$ cat config.mk
export PLATFORM = sky130hd
export DESIGN_NAME = i2s_rcvr_ctrl
export DESIGN_NICKNAME = d
export VERILOG_FILES = /design/src/rtl/i2s_rcvr_ctrl.sv
export SDC_FILE = /design/constraint.sdc
export NUM_CORES = 1
export LEC_CHECK = 0
export ABC_AREA = 1
export CAP_MARGIN = 20
export CORE_MARGIN = 5
export CORE_UTILIZATION = 53
export DETAILED_ROUTE_END_ITERATION = 8
export PLACE_DENSITY = 0.85
export SLEW_MARGIN = 20
export SYNTH_ARGS = -nofsm -noshare
export SYNTH_HDL_FRONTEND = slang
export SYNTH_SLANG_ARGS = --single-unit
$ cat constraint.sdc
create_clock -name clk -period 3.52 [get_ports clk]
set_input_delay 0.704 -clock clk [delete_from_list [all_inputs] [get_ports clk]]
set_output_delay 0.704 -clock clk [all_outputs]
set_load 0.005 [all_outputs]
$ cat src/rtl/i2s_rcvr_ctrl.sv
// I2S receiver control/framing: synchronizes SCK/WS/SD, drives the shift register and
// delivers left/right sample pairs on a valid/ready handshake. Optional: I2S_RCVR_LEFT_JUSTIFIED_EN.
module i2s_rcvr_ctrl #(
    parameter int WORD_BITS   = 24,
    parameter int SYNC_STAGES = 2
) (
    input  logic        clk,
    input  logic        n_rst,
    input  logic        i2s_sck,
    input  logic        i2s_ws,
    input  logic        i2s_sd,
    output logic        shift,
    output logic        data_in,
    input  logic [31:0] sr_data,
    output logic [31:0] left_out,
    output logic [31:0] right_out,
    output logic        sample_valid,
    input  logic        sample_ready,
    output logic        overrun,
    input  logic        clear_overrun,
    output logic        frame_err
);

    localparam logic [5:0]  WORD_LAST = 6'(WORD_BITS - 1);
    localparam logic [31:0] WORD_MASK = (WORD_BITS >= 32) ? 32'hFFFF_FFFF
                                                          : ((32'h1 << WORD_BITS) - 32'h1);

    typedef enum logic [1:0] {
        ST_IDLE  = 2'd0,
        ST_DELAY = 2'd1,
        ST_SHIFT = 2'd2,
        ST_WAIT  = 2'd3
    } state_t;

    logic [SYNC_STAGES-1:0] sck_sync_r, ws_sync_r, sd_sync_r;
    logic        sck_prev_r, ws_smp_r, ws_valid_r;
    logic        sck_s, ws_s, sd_s, sck_rise_s, ws_chg_s;
    state_t      state_r, state_nx;
    logic [5:0]  bit_cnt_r, cnt_nx;
    logic        word_ws_r, word_ws_nx;
    logic        start_s, take_s, cap_nx, frame_err_nx, shift_nx, data_in_nx;
    logic        shift_r, data_in_r, frame_err_r;
    logic        cap_pend_r, cap_pend_ws_r, cap_r, cap_ws_r;
    logic [31:0] hold_left_r, hold_right_r;
    logic        left_have_r, pair_done_r;
    logic [31:0] left_out_r, right_out_r;
    logic        sample_valid_r, overrun_r;

    // Input synchronizer chains for the asynchronous I2S pins.
    always_ff @(posedge clk) begin
        if (n_rst) begin
            sck_sync_r <= {SYNC_STAGES{1'b0}};
            ws_sync_r  <= {SYNC_STAGES{1'b0}};
            sd_sync_r  <= {SYNC_STAGES{1'b0}};
        end else begin
            sck_sync_r <= {sck_sync_r[SYNC_STAGES-2:0], i2s_sck};
            ws_sync_r  <= {ws_sync_r[SYNC_STAGES-2:0], i2s_ws};
            sd_sync_r  <= {sd_sync_r[SYNC_STAGES-2:0], i2s_sd};
        end
    end

    assign sck_s      = sck_sync_r[SYNC_STAGES-1];
    assign ws_s       = ws_sync_r[SYNC_STAGES-1];
    assign sd_s       = sd_sync_r[SYNC_STAGES-1];
    assign sck_rise_s = sck_s & ~sck_prev_r;
    // The first rise after reset only seeds the WS history, so a fresh WS edge is required.
    assign ws_chg_s   = sck_rise_s & ws_valid_r & (ws_s != ws_smp_r);

    // SCK edge history and WS sampled on each SCK rise.
    always_ff @(posedge clk) begin
        if (n_rst) begin
            sck_prev_r <= 1'b0;
            ws_smp_r   <= 1'b0;
            ws_valid_r <= 1'b0;
        end else begin
            sck_prev_r <= sck_s;
            if (sck_rise_s) begin
                ws_smp_r   <= ws_s;
                ws_valid_r <= 1'b1;
            end
        end
    end

    // Framing FSM next state; the WS-change rise carries the previous word's last bit in I2S.
    always_comb begin
        state_nx     = state_r;
        cnt_nx       = bit_cnt_r;
        word_ws_nx   = word_ws_r;
        frame_err_nx = 1'b0;
        start_s      = 1'b0;
        take_s       = 1'b0;
        cap_nx       = 1'b0;
        case (state_r)
            ST_IDLE:  start_s = ws_chg_s;
            ST_WAIT:  start_s = ws_chg_s;
            ST_DELAY: begin
                start_s = ws_chg_s;
                take_s  = sck_rise_s & ~ws_chg_s;
            end
            ST_SHIFT: begin
                start_s      = ws_chg_s;
                frame_err_nx = ws_chg_s;
                take_s       = sck_rise_s & ~ws_chg_s;
            end
            default:  state_nx = ST_IDLE;
        endcase
        if (start_s) begin
            word_ws_nx = ws_s;
            cnt_nx     = 6'd0;
`ifdef I2S_RCVR_LEFT_JUSTIFIED_EN
            take_s     = 1'b1;
`else
            state_nx   = ST_DELAY;
`endif
        end else begin
            word_ws_nx = word_ws_r;
        end
        if (take_s) begin
            if (cnt_nx == WORD_LAST) begin
                state_nx = ST_WAIT;
                cap_nx   = 1'b1;
            end else begin
                state_nx = ST_SHIFT;
                cap_nx   = 1'b0;
            end
            cnt_nx = cnt_nx + 6'd1;
        end else begin
            cap_nx = 1'b0;
        end
        shift_nx   = take_s;
        data_in_nx = take_s & sd_s;
    end

    // FSM state and registered shift-register drive.
    always_ff @(posedge clk) begin
        if (n_rst) begin
            state_r     <= ST_IDLE;
            bit_cnt_r   <= 6'd0;
            word_ws_r   <= 1'b0;
            shift_r     <= 1'b0;
            data_in_r   <= 1'b0;
            frame_err_r <= 1'b0;
        end else begin
            state_r     <= state_nx;
            bit_cnt_r   <= cnt_nx;
            word_ws_r   <= word_ws_nx;
            shift_r     <= shift_nx;
            data_in_r   <= data_in_nx;
            frame_err_r <= frame_err_nx;
        end
    end

    // Capture strobe delayed two cycles so the shift register already holds the final bit.
    always_ff @(posedge clk) begin
        if (n_rst) begin
            cap_pend_r    <= 1'b0;
            cap_pend_ws_r <= 1'b0;
            cap_r         <= 1'b0;
            cap_ws_r      <= 1'b0;
        end else begin
            cap_pend_r    <= cap_nx;
            cap_pend_ws_r <= word_ws_nx;
            cap_r         <= cap_pend_r;
            cap_ws_r      <= cap_pend_ws_r;
        end
    end

    // Per-channel holding registers and left/right pairing.
    always_ff @(posedge clk) begin
        if (n_rst) begin
            hold_left_r  <= 32'h0;
            hold_right_r <= 32'h0;
            left_have_r  <= 1'b0;
            pair_done_r  <= 1'b0;
        end else begin
            pair_done_r <= 1'b0;
            if (cap_r && !cap_ws_r) hold_left_r  <= sr_data & WORD_MASK;
            if (cap_r &&  cap_ws_r) hold_right_r <= sr_data & WORD_MASK;
            if (frame_err_nx) begin
                left_have_r <= 1'b0;
            end else if (cap_r && !cap_ws_r) begin
                left_have_r <= 1'b1;
            end else if (cap_r && cap_ws_r && left_have_r) begin
                left_have_r <= 1'b0;
                pair_done_r <= 1'b1;
            end
        end
    end

    // Output pair handshake and sticky overrun (a new overrun beats clear).
    always_ff @(posedge clk) begin
        if (n_rst) begin
            left_out_r     <= 32'h0;
            right_out_r    <= 32'h0;
            sample_valid_r <= 1'b0;
            overrun_r      <= 1'b0;
        end else begin
            if (pair_done_r && (!sample_valid_r || sample_ready)) begin
                left_out_r     <= hold_left_r;
                right_out_r    <= hold_right_r;
                sample_valid_r <= 1'b1;
            end else if (sample_valid_r && sample_ready) begin
                sample_valid_r <= 1'b0;
            end
            if (pair_done_r && sample_valid_r && !sample_ready) begin
                overrun_r <= 1'b1;
            end else if (clear_overrun) begin
                overrun_r <= 1'b0;
            end
        end
    end

    assign shift        = shift_r;
    assign data_in      = data_in_r;
    assign frame_err    = frame_err_r;
    assign left_out     = left_out_r;
    assign right_out    = right_out_r;
    assign sample_valid = sample_valid_r;
    assign overrun      = overrun_r;

endmodule

==> impl_metrics.tcl <==
set metrics [dict create \
    outcome "finished, final reports clean" \
    switching_power_uw 665 \
    layout.cells.non_filler 760 \
    grt_use_met1_pct 25.0 \
    worst_slack_ns 1.25 \
    floorplan.die_area_um2 10500 \
    worst_slew_pin_slew_ns 0.785 \
    synth_top_cell_area_share_pct 55.0 \
    dp_worst_setup_slack_ns 1.08 \
    pwr-share-clk_pct 53.2 \
    finalWorstPathRequiredPeriod_ns 2.27 \
    p_comb_share_pct 3.0 \
    area_of_all_sequential_standard_cells_um2 2480 \
    netlist_top_cells_area "dfxtp_1 (55%), nor2_1 (18%), o21ai_0 (11%)" \
    drt-pass1-iter-count 7 \
    viasPerCell 4.97 \
    type_of_the_most_critical_hold_path "register to register" \
    vias_in_the_first_global_route 3651 \
    place_hpwl_um 6510 \
    die_h_um 102 \
    seqPwrFrac_pct 43.8 \
    synth-seq-cells 124 \
    num-nets-final 683 \
    timing.clock.skew_ns 0.00977 \
    ctsLongestPathBuffers 2 \
    timing.final.max_slew_violations 0 \
    cellPowerDensity_nw_per_um2 546 \
    leakage_uw 0.00231 \
    ioPinCount 108 \
    vias 3777 \
    slew_headroom_pct 47.5 \
    postCtsSetupRepairBufs 0 \
    clock_sinks 124 \
    cts.hold.buffers_added 0 \
    synth_area_leader_cell "dfxtp_1" \
    p_int_uw 2550 \
    maxCapViolCount 0 \
    max_frequency_mhz 440 \
    synthesis.instances 569 \
    finalSetupViolCount 0 \
    grt_use_met3_pct 5.19 \
    drt-wirelength-per-cell_um 13.5 \
    multi_input_comb_area_um2 1690 \
    cts_resized 0 \
    maximum_number_of_pins_on_one_net_before_global_route_repair 105 \
    globalRoute.busiestLayer "met2" \
    timing.critical_path.fanout_max 26 \
    drt.antenna.violating_nets 0 \
    dpl_cell_area_um2 5300 \
    num_antenna_cells 0 \
    global_route_wire_length_before_repair_um 17200 \
    cp.required_ns 3.92 \
    drive_gt1_share_pct 8.09 \
    end_kind "register" \
    floorplan.rows 33 \
    drcViolationCount 0 \
    cts_root_buf "clkbuf_8" \
    globalRouteTotalUtil_pct 20.9 \
    worstSetupStartpointType "register" \
    synth_most_common_cell "nor2_1" \
    synthTopCellsByCount "nor2_1 (211), dfxtp_1 (124), o21ai_0 (98), inv_1 (30), buf_4 (19)" \
    worst_ep_arrival_time_ns 2.67 \
    gp_routability_congestion 0.785 \
    number_of_clock_buffers_inserted_by_tritoncts 17 \
    rsz0062_at_grt "no" \
    yosysSeqAreaShare_pct 55.0 \
    die_w_um 102 \
    syn_area_um2 4510 \
    cts_tree "built" \
    sw_frac_of_total_pct 20.7 \
    ys_dominant_reg_cell "dfxtp_1" \
    use_met2_pct 35.9 \
    drt_first_iter_violations 269 \
    drt_wl_total_um 10300 \
    floorplan.initialDensity_pct 54.7 \
    critPathKind "register to register" \
    fill_cells 618 \
    synthesis.area_per_instance_um2 7.93 \
    insertion_delay_ns 0.50 \
    htreeDepth 4 \
    globalRouteOverflowTotal 0 \
    core_um2 8260 \
    clock_transition_time_at_the_flip_flop_clock_pins_of_the_worst_setup_and_hold_paths_ns 0.06 \
    portBuffers 83 \
    ir_drop_mv 0.352 \
    synth-warning-count 0 \
    area_growth_pct 30.6 \
    synth_cell_type_count 30 \
    stdcell_area_um2 5900 \
    grt_antenna_before_repair 0 \
    numPlacedInstances 728 \
    timing.final.crit_share_pct 64.6 \
    async_reset_ff_share_pct 0 \
    synth_edf_count 0 \
    accumulated_negative_setup_slack_ns 0 \
    hold_viol 0 \
]
==> final cells by class <==
type / count / area share (%)
clock buffer: 19 / 7.32
clock inverter: 13 / 2.80
inverter: 34 / 2.16
multi-input combinational: 378 / 28.6
sequential: 124 / 42.1
tap: 105 / 2.23
timing repair buffer: 87 / 14.8
==> per-layer routing <==
metal | share of wire [%] | vias to the layer above
li1 | - | 1913
met1 | 41 | 1731
met2 | 52 | 119
met3 | 6.0 | 14
met4 | 1.2 | 0
met5 | 0 | -
==> through the flow <==
stage / power (uW) / utilization [%] / hold slack [ns]
after floorplan: 1500 / - / 0.388
after global placement: 1530 / 64.2 / 0.394
after detailed placement: 1530 / 64.2 / 0.395
after CTS: 3240 / 71.4 / 0.406
after global routing: 3330 / 71.4 / 0.419
final: 3220 / 71.4 / 0.404
==> cell families after synthesis <==
logic type / synth area share (%)
buffers and inverters: 8.92
DFF: 55.0
adders and majority gates: 0.554
other: 0.0831
AOI/OAI and AO/OA: 12.9
and+or+nand+nor: 22.6
==> cell usage in the layout (no fill, tap or decap), types with 4 or more instances in the layout <==
cell type / count
nor2_1: 211
dfxtp_1: 124
o21ai_0: 98
clkdlybuf4s50_1: 83
inv_1: 30
conb_1: 16
clkbuf_16: 16
nand2_1: 13
a21oi_1: 8
nand2_2: 5
o21ai_1: 4
clkinvlp_4: 4
==> state kept, by name (all words and copies together), names as in the netlist, 2 cells and up <==
name	count
sck_sync_r	2
hold_right_r	24
ws_sync_r	2
left_out	24
state_r	2
hold_left_r	24
bit_cnt_r	6
sd_sync_r	2
right_out	24
==> path summary, 6_finish.rpt <==
check	start	to	slack (ns)	cells past startpoint
max	cap_ws_r$_SDFF_PP0_	left_have_r$_SDFFE_PP0P_	1.25	3
max reg2reg	cap_ws_r$_SDFF_PP0_	left_have_r$_SDFFE_PP0P_	1.25	3
min	ws_sync_r[0]$_SDFF_PP0_	ws_sync_r[1]$_SDFF_PP0_	0.40	2
min reg2reg	ws_sync_r[0]$_SDFF_PP0_	ws_sync_r[1]$_SDFF_PP0_	0.40	2
==> critical path: stages (launching register included) <==
cell      delay, ns
dfxtp_1        0.32
nand2_1        0.58
clkinv_1       0.83
a211oi_1       0.44
==> power by group through the flow <==
stage | clock network [uW] | registers [uW] | logic, uW
finish | 1710 | 1410 | 95.8
global route | 1810 | 1410 | 107
CTS | 1730 | 1410 | 94.4
detailed placement | 0 | 1440 | 92.4
global placement | 0 | 1440 | 91.4
floorplan | 0 | 1440 | 60.1
Power figures use the tool's default switching activity.
==> RTL edit (same flow settings) <==
The option `I2S_RCVR_LEFT_JUSTIFIED_EN` is turned on by a define.
--- a/src/rtl/i2s_rcvr_ctrl.sv
+++ b/src/rtl/i2s_rcvr_ctrl.sv
@@ -1,5 +1,7 @@
 // I2S receiver control/framing: synchronizes SCK/WS/SD, drives the shift register and
 // delivers left/right sample pairs on a valid/ready handshake. Optional: I2S_RCVR_LEFT_JUSTIFIED_EN.
+`define I2S_RCVR_LEFT_JUSTIFIED_EN
+
 module i2s_rcvr_ctrl #(
     parameter int WORD_BITS   = 24,
     parameter int SYNC_STAGES = 2
Formal check against the unedited RTL: not equivalent (Yosys sat finds a counterexample within 10 cycles, from zero or initial values and one cycle with n_rst high).
==> RTL edit against the original RTL <==
Area after synthesis is 1.1% lower. Final cell count shrank 0.13%. Wire length is 4.3% higher. Power increased by 4.4%. Sequential cell count stayed put. First-iteration DRC count is 16% lower. Hold slack lost 5.4 ps. Largest power group unchanged. Sequential power about the same. Core utilization rose by 0.24 points. Cell area fell by 0.17%. Worst setup slack got worse by 91 ps.
==> RTL edit: results (changes against the original RTL) <==
| Metric | Value |
|---|---|
| Status | completed (unchanged) |
| Detailed-route via count | 3,882 (was 3,777) |
| First-pass GRT wire length | 17,100 um (was 17,200 um) |
| Peak VDD IR | 0.000339 V (was 0.000352 V) |
| Drt initial violations | 227 (was 269) |
| Sequential-to-total area share from yosys stat | 0.556 (was 0.550) |
| Synth top area share | 0.556 (was 0.550) |
| Reg2reg setup slack | 1160 ps (was 1250 ps) |
| Worst hold margin | 398 ps (was 404 ps) |
| Synth top area cells | dfxtp_1 (56%), nor2_1 (18%), o21ai_0 (11%) (was dfxtp_1 (55%), nor2_1 (18%), o21ai_0 (11%)) |
| Layout cells sized above 1 | 0.0780 (was 0.0809) |
| GPL Wtd Cong | 0.832 (was 0.785) |
| Number of global-route vias before repair | 3,624 (was 3,651) |
| Filler cells | 586 (was 618) |
| Max stage delay on crit path | 880 ps (was 830 ps) |
| Multi-input gate area | 1640 um2 (was 1690 um2) |
| Lkg Pwr | 2.32 nW (was 2.31 nW) |
| Adder-cell area share of the yosys netlist | 0.00560 (was 0.00554) |
| CP top delay family | simple AND/OR/NAND/NOR gates (was buffers and inverters) |
| Worst-Margin Slew | 925 ps (was 785 ps) |
| Via density | 5.11 (was 4.97) |
| GRT Total Usage | 0.214 (was 0.209) |
| Largest net degree at the start of global routing | 55 (was 105) |
| Flop pwr share | 0.420 (was 0.438) |
| Int Power | 2.68 mW (was 2.55 mW) |
| P_comb | 95.3 uW (was 95.8 uW) |
| Crit path DAT | 2770 ps (was 2670 ps) |
| Switch Pwr | 685 uW (was 665 uW) |
| Placed inst area | 5250 um2 (was 5300 um2) |
| HPWL after DPL | 6590 um (was 6510 um) |
-- RTL edit: final timing paths --
path | startpoint | endpoint | cells after the start
worst max-delay path | cap_ws_r | hold_right_r[11] | 4
worst min register to register | ws_sync_r[0] | ws_sync_r[1] | 2
worst max register to register | cap_ws_r | hold_right_r[11] | 4
worst min-delay path | ws_sync_r[0] | ws_sync_r[1] | 2
-- RTL edit: routing by layer --
| metal | up-vias | track usage | share of wire |
|---|---|---|---|
| met2 | 156 | 0.356 | 0.52 |
| met4 | 0 | 0.0879 | 0.017 |
| met3 | 17 | 0.0730 | 0.074 |
| li1 | 1908 | - | - |
| met1 | 1801 | 0.254 | 0.39 |
| met5 | - | 0 | 0 |
-- RTL edit: cell type report --
class / instances / share of cell area
sequential: 124 / 0.422
multi-input combinational: 377 / 0.279
timing repair buffer: 88 / 0.148
clock buffer: 18 / 0.0710
clock inverter: 14 / 0.0372
tap: 105 / 0.0223
inverter: 33 / 0.0210
